--- config.mk ---
export PLATFORM = sky130hd
export DESIGN_NAME = sm83_irq_ctrl
export DESIGN_NICKNAME = d
export VERILOG_FILES = /design/src/rtl/sm83_irq_ctrl.sv
export SDC_FILE = /design/constraint.sdc
export NUM_CORES = 1
export LEC_CHECK = 0
export BUFFER_PORTS_ARGS = -buffer_cell sky130_fd_sc_hd__buf_4
export CORE_UTILIZATION = 45
export DETAILED_ROUTE_END_ITERATION = 8
export GPL_TIMING_DRIVEN = 0
export PLACE_DENSITY_LB_ADDON = 0.05
export SLEW_MARGIN = 30
export SYNTH_ARGS = -nofsm -noshare
export SYNTH_HDL_FRONTEND = slang
export SYNTH_SLANG_ARGS = --single-unit
--- constraint.sdc ---
create_clock -name clk -period 1.9 [get_ports clk]
set_input_delay 0.19 -clock clk [delete_from_list [all_inputs] [get_ports clk]]
set_output_delay 0.19 -clock clk [all_outputs]
set_load 0.05 [all_outputs]
--- src/rtl/sm83_irq_ctrl.sv ---
// rtl/sm83_irq_ctrl.sv - SM83-style interrupt controller: IE/IF registers, IME/EI delay, 5 M-cycle dispatch sequencer
module sm83_irq_ctrl #(
    parameter int          NUM_IRQ    = 5,
    parameter logic [15:0] VEC_BASE   = 16'h0040,
    parameter int          VEC_STRIDE = 8
) (
    input  logic               clk,
    input  logic               rst_n,
    input  logic [NUM_IRQ-1:0] irq_req,
    input  logic               ie_wen,
    input  logic               if_wen,
    input  logic [7:0]         wr_data,
    output logic [7:0]         ie_q,
    output logic [7:0]         if_q,
    input  logic               ei,
    input  logic               di,
    input  logic               reti,
    input  logic               instr_boundary,
    input  logic               m_tick,
    output logic               disp_req,
    input  logic               disp_ack,
    output logic [2:0]         disp_phase,
    output logic               disp_busy,
    output logic               disp_done,
    output logic [15:0]        vector,
    output logic               ime,
    output logic               wake
);

    typedef enum logic {S_IDLE, S_DISPATCH} state_t;

    state_t             state;
    logic [7:0]         ie_r;
    logic [NUM_IRQ-1:0] if_r;
    logic [NUM_IRQ-1:0] pend;
    logic [NUM_IRQ-1:0] if_clr;
    logic               any_pend;
    logic [2:0]         win_idx;
    logic [15:0]        win_vec;
    logic               latch_win;
    logic               ei_wait1;
    logic               ei_wait2;

    assign pend      = ie_r[NUM_IRQ-1:0] & if_r;
    assign any_pend  = |pend;
    assign wake      = any_pend;
    assign disp_busy = (state == S_DISPATCH);
    assign disp_req  = ime & any_pend & ~disp_busy;
    assign ie_q      = ie_r;

    // IF bits beyond the implemented channels read as 1
    always_comb begin
        if_q = 8'hFF;
        if_q[NUM_IRQ-1:0] = if_r;
    end

    always_comb begin
        win_idx = 3'd0;
        for (int i = NUM_IRQ - 1; i >= 0; i--) begin
            if (pend[i]) win_idx = 3'(i);
        end
    end

    assign win_vec   = VEC_BASE + 16'(VEC_STRIDE) * {13'd0, win_idx};
    assign latch_win = disp_busy & m_tick & (disp_phase == 3'd2);

    always_comb begin
        if_clr = '0;
        for (int i = 0; i < NUM_IRQ; i++) begin
            if_clr[i] = latch_win & any_pend & (win_idx == 3'(i));
        end
    end

    // Hardware request is ORed last so it beats both software writes and the dispatch clear
    always_ff @(posedge clk or negedge rst_n) begin
        if (!rst_n) begin
            ie_r <= 8'h00;
            if_r <= '0;
        end else begin
            if (ie_wen) ie_r <= wr_data;
            if_r <= ((if_wen ? wr_data[NUM_IRQ-1:0] : if_r) & ~if_clr) | irq_req;
        end
    end

    always_ff @(posedge clk or negedge rst_n) begin
        if (!rst_n) begin
            state      <= S_IDLE;
            disp_phase <= 3'd0;
            disp_done  <= 1'b0;
            vector     <= 16'h0000;
            ime        <= 1'b0;
            ei_wait1   <= 1'b0;
            ei_wait2   <= 1'b0;
        end else begin
            disp_done <= 1'b0;
            if (state == S_IDLE) begin
                // EI arms IME only after the instruction following it has completed
                if (instr_boundary) begin
                    if (ei_wait1) begin
                        ei_wait1 <= 1'b0;
                        ei_wait2 <= 1'b1;
                    end
                    if (ei_wait2) begin
                        ei_wait2 <= 1'b0;
                        ime      <= 1'b1;
                    end
                end
                if (di) begin
                    ime      <= 1'b0;
                    ei_wait1 <= 1'b0;
                    ei_wait2 <= 1'b0;
                end else if (reti) begin
                    ime <= 1'b1;
                end else if (ei) begin
                    ei_wait1 <= 1'b1;
                    ei_wait2 <= 1'b0;
                end
                if (disp_ack && disp_req) begin
                    state      <= S_DISPATCH;
                    disp_phase <= 3'd0;
                    ime        <= 1'b0;
                end
            end else if (m_tick) begin
                if (disp_phase == 3'd2) begin
                    vector <= any_pend ? win_vec : 16'h0000;
                end
                if (disp_phase == 3'd4) begin
                    state      <= S_IDLE;
                    disp_phase <= 3'd0;
                    disp_done  <= 1'b1;
                end else begin
                    disp_phase <= disp_phase + 3'd1;
                end
            end
        end
    end

endmodule

Yosys cells after proc, flatten, opt, wreduce, memory -nomap -nowiden
Index checks and enable logic that the tools add are counted.

operators by class
  add/subtract/negate cells = 2
  equality and inequality tests = 7
  multiplexer cells = 33
  bitwise gates (word level) = 15
  reduce and logical (&&, ||, !) cells = 9

operators with widths
  kind                 count
  $mux 3               9
  $mux 1               22
  $and 1x1->1          10
  $and 5x5->5          2
  $eq 3x2->1 const B   3
  $add 7x6->8 const A  1
  $mux 8               1
  $reduce_bool 4->1    2
  $eq 3x3->1 const B   2
  $reduce_and 3->1     2
  $mux 5               1
  $not 5->5            1
  $or 5x5->5           1
  $reduce_or 5->1      1
  $add 3x1->3 const B  1
  $eq 3x1->1 const B   1
  $logic_not 3->1      1
  $ne 2x2->1 const B   1
  $reduce_and 2->1     1
  $reduce_bool 2->1    1
  $logic_and 1x1->1    1
  $not 1->1            1

storage, ports and cells
  flip-flop bits (word level) = 37
  bits of input ports = 23
  output and inout port bits = 40
  word-level logic and storage cells = 75

Longest topological paths before layout
Gate-level depths: netlist of the first run.

  depth after elaboration = 11
  gate-level depth with buffers = 6
  depth with buffers taken out = 5

Worst setup path after synthesis of the first run
OpenSTA, ideal clock, no wires.

  path type = reg2out
  from = reg if_r[0]
  to = out disp_req
  arrival time = 1.985 ns
  required time = 1.710 ns
  slack = -0.275 ns
  stages on the path, launching flop included = 4
  path buffers = 0
  cells stage by stage = dfrtp_1 a222oi_1 nand2_1 and3_1

between the ends
  longest elaborated chain between the ends = 4

ends and longest elaborated chain
  item                       line  text
  start: declaration         34    logic [NUM_IRQ-1:0] if_r;
  start signal: assignment   81    if_r <= ((if_wen ? wr_data[NUM_IRQ-1:0] : if_r) & ~if_clr) | irq_req;
  $and 5x5->5                44    assign pend = ie_r[NUM_IRQ-1:0] & if_r;
  $reduce_or 5->1            45    assign any_pend = |pend;
  via wake                   27    output logic wake
  $and 1x1->1 (2 in series)  48    assign disp_req = ime & any_pend & ~disp_busy;
  end: declaration           20    output logic disp_req,

The timed path passes the listed nets, and every way through them passes these cells.

Worst setup path in the final report of the first run
  from = reg ie_r[0], in the netlist ie_q[0]
  to = out disp_req

between the ends
  longest elaborated chain between the ends = 4

ends and longest elaborated chain
  item                       line  text
  start: declaration         33    logic [7:0] ie_r;
  start signal: assignment   80    if (ie_wen) ie_r <= wr_data;
  $and 5x5->5                44
  $reduce_or 5->1            45
  $and 1x1->1 (2 in series)  48

Every way passes these cells.

==> impl_metrics.csv, run 1 <==
group,metric,value,unit
power_and_ir_drop,p_sw,1070,uW
min_path,hold_path_class,"in -> reg",
timing,worst_pin_slew,0.512,ns
worst_setup_path,crit_type,"reg -> out",
worst_setup_path,setup.worst_path.end,"disp_req",
power_and_ir_drop,pwr-share-clk,10.4,%
global_routing,grt_first_pass_wirelength,4710,um
timing,relSlewSlack,65.6,%
worst_setup_path,startpoint,"ie_q[0]",
synthesis,syn_area_per_cell,10.6,sq um
layout,final_cell_mix,"buf_4, dfrtp_1, conb_1",
synthesis,mappedNetlistArea,1310,sq um
global_routing,grt_pass1_vias,1050,
power_and_ir_drop,seq_power_share,35.3,%
routing,wl_per_cell,12.4,um
layout,antenna_cells,0,
power_and_ir_drop,combPwrFrac,54.3,%
synthesis,synth_edf_count,0,
cts,clockBufferDepth,2,
floorplanning,start_util,47.4,%
global_routing,grt_max_degree,26,
worst_setup_path,rr_endpoint,"disp_phase[0]",
power_and_ir_drop,p_int,1170,uW
cts,clk_pin_slew,0.13,ns
global_routing,grt_use_total,19.1,%
floorplanning,die_w,55.9,um
power_and_ir_drop,switching_share,47.8,%
place,placed_area,1740,sq um
layout,finalNetCount,218,
floorplanning,die-height,55.9,um
routing,first_pass_iters,4,
cts,numClockSinks,25,
timing,fin_crit_sh,97.6,%
layout,drive_above_1_share,45.5,%
timing,holdWs,0.0567,ns
worst_setup_path,reg2reg_slack,0.26,ns
routing,via_count,1118,
routing,avgViaCountPerCell,5.04,
layout,final_common_cell,"buf_4",
worst_setup_path,reg2reg_from,"ie_q[1]",
power_and_ir_drop,power.static_leakage,0.000939,uW
cts,cts_inserted_buffers,3,
floorplanning,io_pins,63,
synthesis,yosysUniqueCellTypes,33,
synthesis,yosysWarnings,0,
routing,drt-total-wl,2760,um
place,io_buffers,45,
routing,drtIter0Drc,32,
global_routing,grt-ovfl-total,0,
place,gp_congestion,0.720,
timing,skew,0.00514,ns
outcome,status,"complete, no violations",
synthesis,async_flop_share,100,%
power_and_ir_drop,p_per_area,1220,nW/um^2
place,dp_hpwl,2100,um
routing,ant_nets,0,
power_and_ir_drop,ir_worst_vdd,0.000874,V
layout,postLayoutCellArea,1830,sq um
layout,syn2layout_area_growth,40.0,%
worst_setup_path,critPathLaunchType,"flop",
synthesis,synth-seq-cells,25,
floorplanning,rows,19,
timing,rsz0062_at_grt,"yes",
timing,fmax,539,MHz
timing,period_needed,1.85,ns
floorplanning,coreArea,2760,sq um
cts,cts_tree,"done",
cts,htreeDepth,1,
floorplanning,die_area,3120,sq um
place,dpl.cell_count,212,
layout,final_cells,222,
routing,drc,0,
synthesis,synth_top_flop_cell,"dfrtp_1",
run,drv_cap,0,
timing,finalHoldViolCount,0,
worst_setup_path,crit_path_end_kind,"output pin",
cts,root_buffer,"clkbuf_4",
synthesis,ys_seq_area_share,47.9,%
timing,finalSetupViolCount,0,
worst_setup_path,crit_fanout,6,
worst_setup_path,crit_required,1.71,ns
synthesis,syn_inst,123,
timing,drv_slew,0,
cts,worstSkewPairLatency,0.31,ns
min_path,min_from,"di",
worst_setup_path,rr_worst_depth,5,
worst_setup_path,worst-endpoint-arrival,1.66,ns
global_routing,antenna_found_initial,0,
layout,final_core_util,66.3,%
## critical path: stages, from the launching register on
cell and delay [ns]:
dfrtp_2 0.46, a222oi_1 0.34, buf_4 0.19, nand2_4 0.05, and3_4 0.17, buf_8 0.14
## metal layers
layer | track usage, % | vias to the layer above | wire length (um)
met5 | 0 | - | 0
met4 | 5.23 | 0 | 16
met3 | 3.72 | 2 | 179
met2 | 33.0 | 46 | 1330
met1 | 24.4 | 526 | 1230
li1 | - | 544 | -
## final cells by class
cell class,instances,area [sq um]
clock buffers,4,26.3
well taps,31,38.8
plain buffers,19,130
flip-flops and latches,25,629
repair buffers,51,393
multi-input cells,88,597
fillers,239,928
inverters,4,15.0
## cells by family (layout without fill, tap and decap cells)
logic type / Yosys count / after routing / synth area share [%]
fa+ha+maj: 3 / 3 / 2.87
flops: 25 / 25 / 47.9
buf+inv: 23 / 78 / 11.1
other cells: 2 / 15 / 0.575
compound gates: 28 / 28 / 15.3
simple gates: 29 / 29 / 11.4
mux: 13 / 13 / 10.8
## power groups by stage
| stage | clock network (uW) | logic [uW] | registers, uW |
|---|---|---|---|
| floorplan | 0 | 456 | 1190 |
| global placement | 0 | 1160 | 794 |
| detailed placement | 0 | 1180 | 801 |
| CTS | 238 | 1200 | 789 |
| global route | 265 | 1290 | 814 |
| finish | 233 | 1220 | 790 |
## per-stage QoR
step | total power, uW | setup WS, ns | TNS [ns]
after global placement | 1950 | 0.178 | 0
final | 2240 | 0.0457 | 0
after floorplan | 1640 | 0.000187 | 0
after CTS | 2230 | 0.00820 | 0
after global routing | 2370 | -0.0695 | -0.0695
after detailed placement | 1990 | 0.161 | 0
## worst min path at each step
stage	endpoint	cells after the start	slack, ns
after global routing	ime	2	0.03
after detailed placement	disp_done	1	0.11
after floorplan	disp_busy	0	-0.11
after CTS	ime	2	0.05
final	ime	2	0.06
after global placement	disp_done	1	0.11
## timing repair
item                                    CTS  global route
gates resized for setup                   0             3
hold buffers                              1             0
setup buffers                             3             2
endpoints found under the hold margin    25             0
pin swaps                                 1             2
endpoints found under the setup margin    2             1
## registers in the layout, summed over array words and instances, names as in the netlist
name,cells
disp_busy,1
disp_done,1
disp_phase,3
ei_wait1,1
ei_wait2,1
ie_q,8
if_r,5
ime,1
vector,4
## cells in the mapped netlist, types with 3 or more instances
cell,count,area share [%]
a211oi_1,3,1.7
o21bai_1,5,2.9
mux2_2,9,7.8
ha_1,3,2.9
inv_1,4,1.1
buf_4,15,8.6
nand2_1,14,4.0
o21ai_0,3,1.1
dfrtp_1,25,48
mux2i_1,4,3.1
nor2_1,3,0.86
o31ai_1,3,1.7
a21oi_1,4,1.5
Note: power is estimated with default switching activity, not from simulation.
==> run 2, diff against run 1 <==
--- a/config.mk
+++ b/config.mk
@@ -8,7 +8,6 @@
 export BUFFER_PORTS_ARGS = -buffer_cell sky130_fd_sc_hd__buf_4
 export CORE_UTILIZATION = 45
 export DETAILED_ROUTE_END_ITERATION = 8
-export GPL_TIMING_DRIVEN = 0
 export PLACE_DENSITY_LB_ADDON = 0.05
 export SLEW_MARGIN = 30
 export SYNTH_ARGS = -nofsm -noshare
==> run 2 against run 1 <==
  * The flow now finishes with violations (setup timing)
  * Maximum frequency fell by 4.7%
  * Critical path depth stayed put
  * Core utilization down 3.6 points
  * Flip-flop and latch count unchanged
  * Clock-buffer cell count unchanged
  * Clock skew up 0.0016 ns
  * Register-to-register slack got worse by 0.23 ns
  * Clock power is essentially flat
  * Via count fell by 2.2%
  * Design area shrank 5.5%
  * Critical path type unchanged
  * Largest cell class unchanged
==> impl_metrics.csv, run 2 (synthesis results as in run 1) <==
group,metric,value,unit
timing,period_needed,1.95,ns
layout,antenna_cells,0,
timing,fin_crit_sh,102,%
timing,worst_slack,-0.0463,ns
place,io_buffers,47,
worst_setup_path,rr_worst_depth,6,
power_and_ir_drop,finalPower,2220,uW
power_and_ir_drop,power.static_leakage,0.000872,uW
routing,via_count,1093,
routing,drc,0,
cts,numClockSinks,25,
timing,worst_pin_slew,0.587,ns
worst_setup_path,slowest_stage,"dfrtp_2",
timing,relSlewSlack,60.6,%
timing,finalSetupViolCount,1,
floorplanning,coreArea,2760,sq um
place,dp_hpwl,2110,um
layout,final_cell_mix,"buf_4, dfrtp_1, conb_1",
outcome,violations,"setup timing",
cts,clockBufferDepth,2,
timing,finalHoldViolCount,0,
place,placed_area,1640,sq um
cts,worstSkewPairLatency,0.31,ns
floorplanning,io_pins,63,
layout,multi_input_area,597,sq um
worst_setup_path,critPathLaunchType,"flop",
worst_setup_path,worst-endpoint-arrival,1.76,ns
worst_setup_path,crit_fanout,6,
layout,final_common_cell,"buf_4",
place,gp_congestion,0.765,
worst_setup_path,critPathMaxStageDelay,0.46,ns
floorplanning,rows,19,
global_routing,grt-ovfl-total,0,
routing,avgViaCountPerCell,5.28,
routing,drtIter0Drc,22,
run,drv_cap,0,
layout,drive_above_1_share,42.0,%
power_and_ir_drop,ir_worst_vdd,0.00106,V
layout,postLayoutCellArea,1730,sq um
cts,root_buffer,"clkbuf_4",
layout,fillers,245,
routing,drt-total-wl,2840,um
routing,first_pass_iters,4,
layout,regArea,629,sq um
power_and_ir_drop,p_per_area,1290,nW/um^2
global_routing,grt_max_degree,26,
timing,fmax,514,MHz
timing,rsz0062_at_grt,"yes",
layout,largest_register_ffs,8,
global_routing,grt_first_pass_wirelength,4510,um
routing,wl_per_cell,13.7,um
floorplanning,die-height,55.9,um
worst_setup_path,crit_type,"reg -> out",
global_routing,antenna_found_initial,0,
outcome,status,"finished, violations left",
worst_setup_path,crit_path_end_kind,"output pin",
worst_setup_path,crit_required,1.71,ns
timing,skew,0.00673,ns
global_routing,grt_use_total,18.6,%
layout,finalNetCount,203,
worst_setup_path,crit_chain,"a222oi_1 > buf_4 > nand2_4 > and3_4 > buf_8",
timing,holdWs,0.0473,ns
min_path,hold_path_class,"in -> reg",
floorplanning,die_area,3120,sq um
timing,drv_slew,0,
cts,htreeDepth,1,
floorplanning,start_util,47.4,%
floorplanning,die_w,55.9,um
global_routing,grt_pass1_vias,994,
layout,syn2layout_area_growth,32.4,%
cts,cts_tree,"done",
routing,ant_nets,0,
cts,cts_inserted_buffers,3,
cts,clk_pin_slew,0.13,ns
min_path,hold_depth,2,
==> run 2: cell count changes in the layout (fill, tap and decap cells not counted), sizes merged <==
cell and change:
buf -13, clkbuf -2
==> run 2: stage by stage <==
stage                     setup WS (ns)  utilization (%)  std cells  TNS, ns
after floorplan                0.000187                -        136        0
after global placement            0.243             59.6        197        0
after detailed placement          0.200             59.6        197        0
after CTS                        0.0163             61.7        205        0
after global routing            -0.0992             62.7        207   -0.158
final                           -0.0463             62.7        207  -0.0463
==> run 2: path summary, 6_finish.rpt <==
path | from | to | slack, ns
max | ie_q[0] | disp_req | -0.05
max in group asynchronous | rst_n | if_r[1] | 1.33
min reg2reg | vector[5] | vector[5] | 0.50
min | di | ime | 0.05
min in group asynchronous | rst_n | disp_phase[1] | 0.30
max reg2reg | ie_q[1] | disp_phase[0] | 0.03
==> run 2: what timing repair did <==
| item | in CTS | in global routing |
|---|---|---|
| hold buffers | 1 | 0 |
| gates resized for setup | 0 | 3 |
| cloned | 0 | 0 |
| setup buffers | 3 | 2 |
| pin swaps | 1 | 1 |
| endpoints found under the setup margin | 2 | 1 |
| endpoints found under the hold margin | 25 | 0 |
==> run 2: routing by layer <==
metal  routed length, um  vias to the layer above  GRT usage [%]
li1                    -                      515              -
met1                1180                      517           24.5
met2                1410                       53           30.6
met3                 194                        8           3.02
met4                  59                        0           7.67
met5                   0                        -              0
==> run 2: report_power, final <==
group	switching [uW]	internal [uW]	leakage [uW]
logic	797	405	0.000573
clock network	150	82.1	0.0000150
registers	119	671	0.000284
==> run 2: area by class of cell <==
class	count	share of cell area, %
sequential	25	36.4
multi-input combinational	88	34.5
timing repair buffer	55	24.5
tap	31	2.24
clock buffer	4	1.52
inverter	4	0.868
==> run 2: critical path: cells and delay by family, from the launching register on <==
family	cells	cell delay (ns)
flip-flops	1	0.46
AND/OR/NAND/NOR	2	0.25
AO/OA/AOI/OAI	1	0.39
buffers and inverters	2	0.35
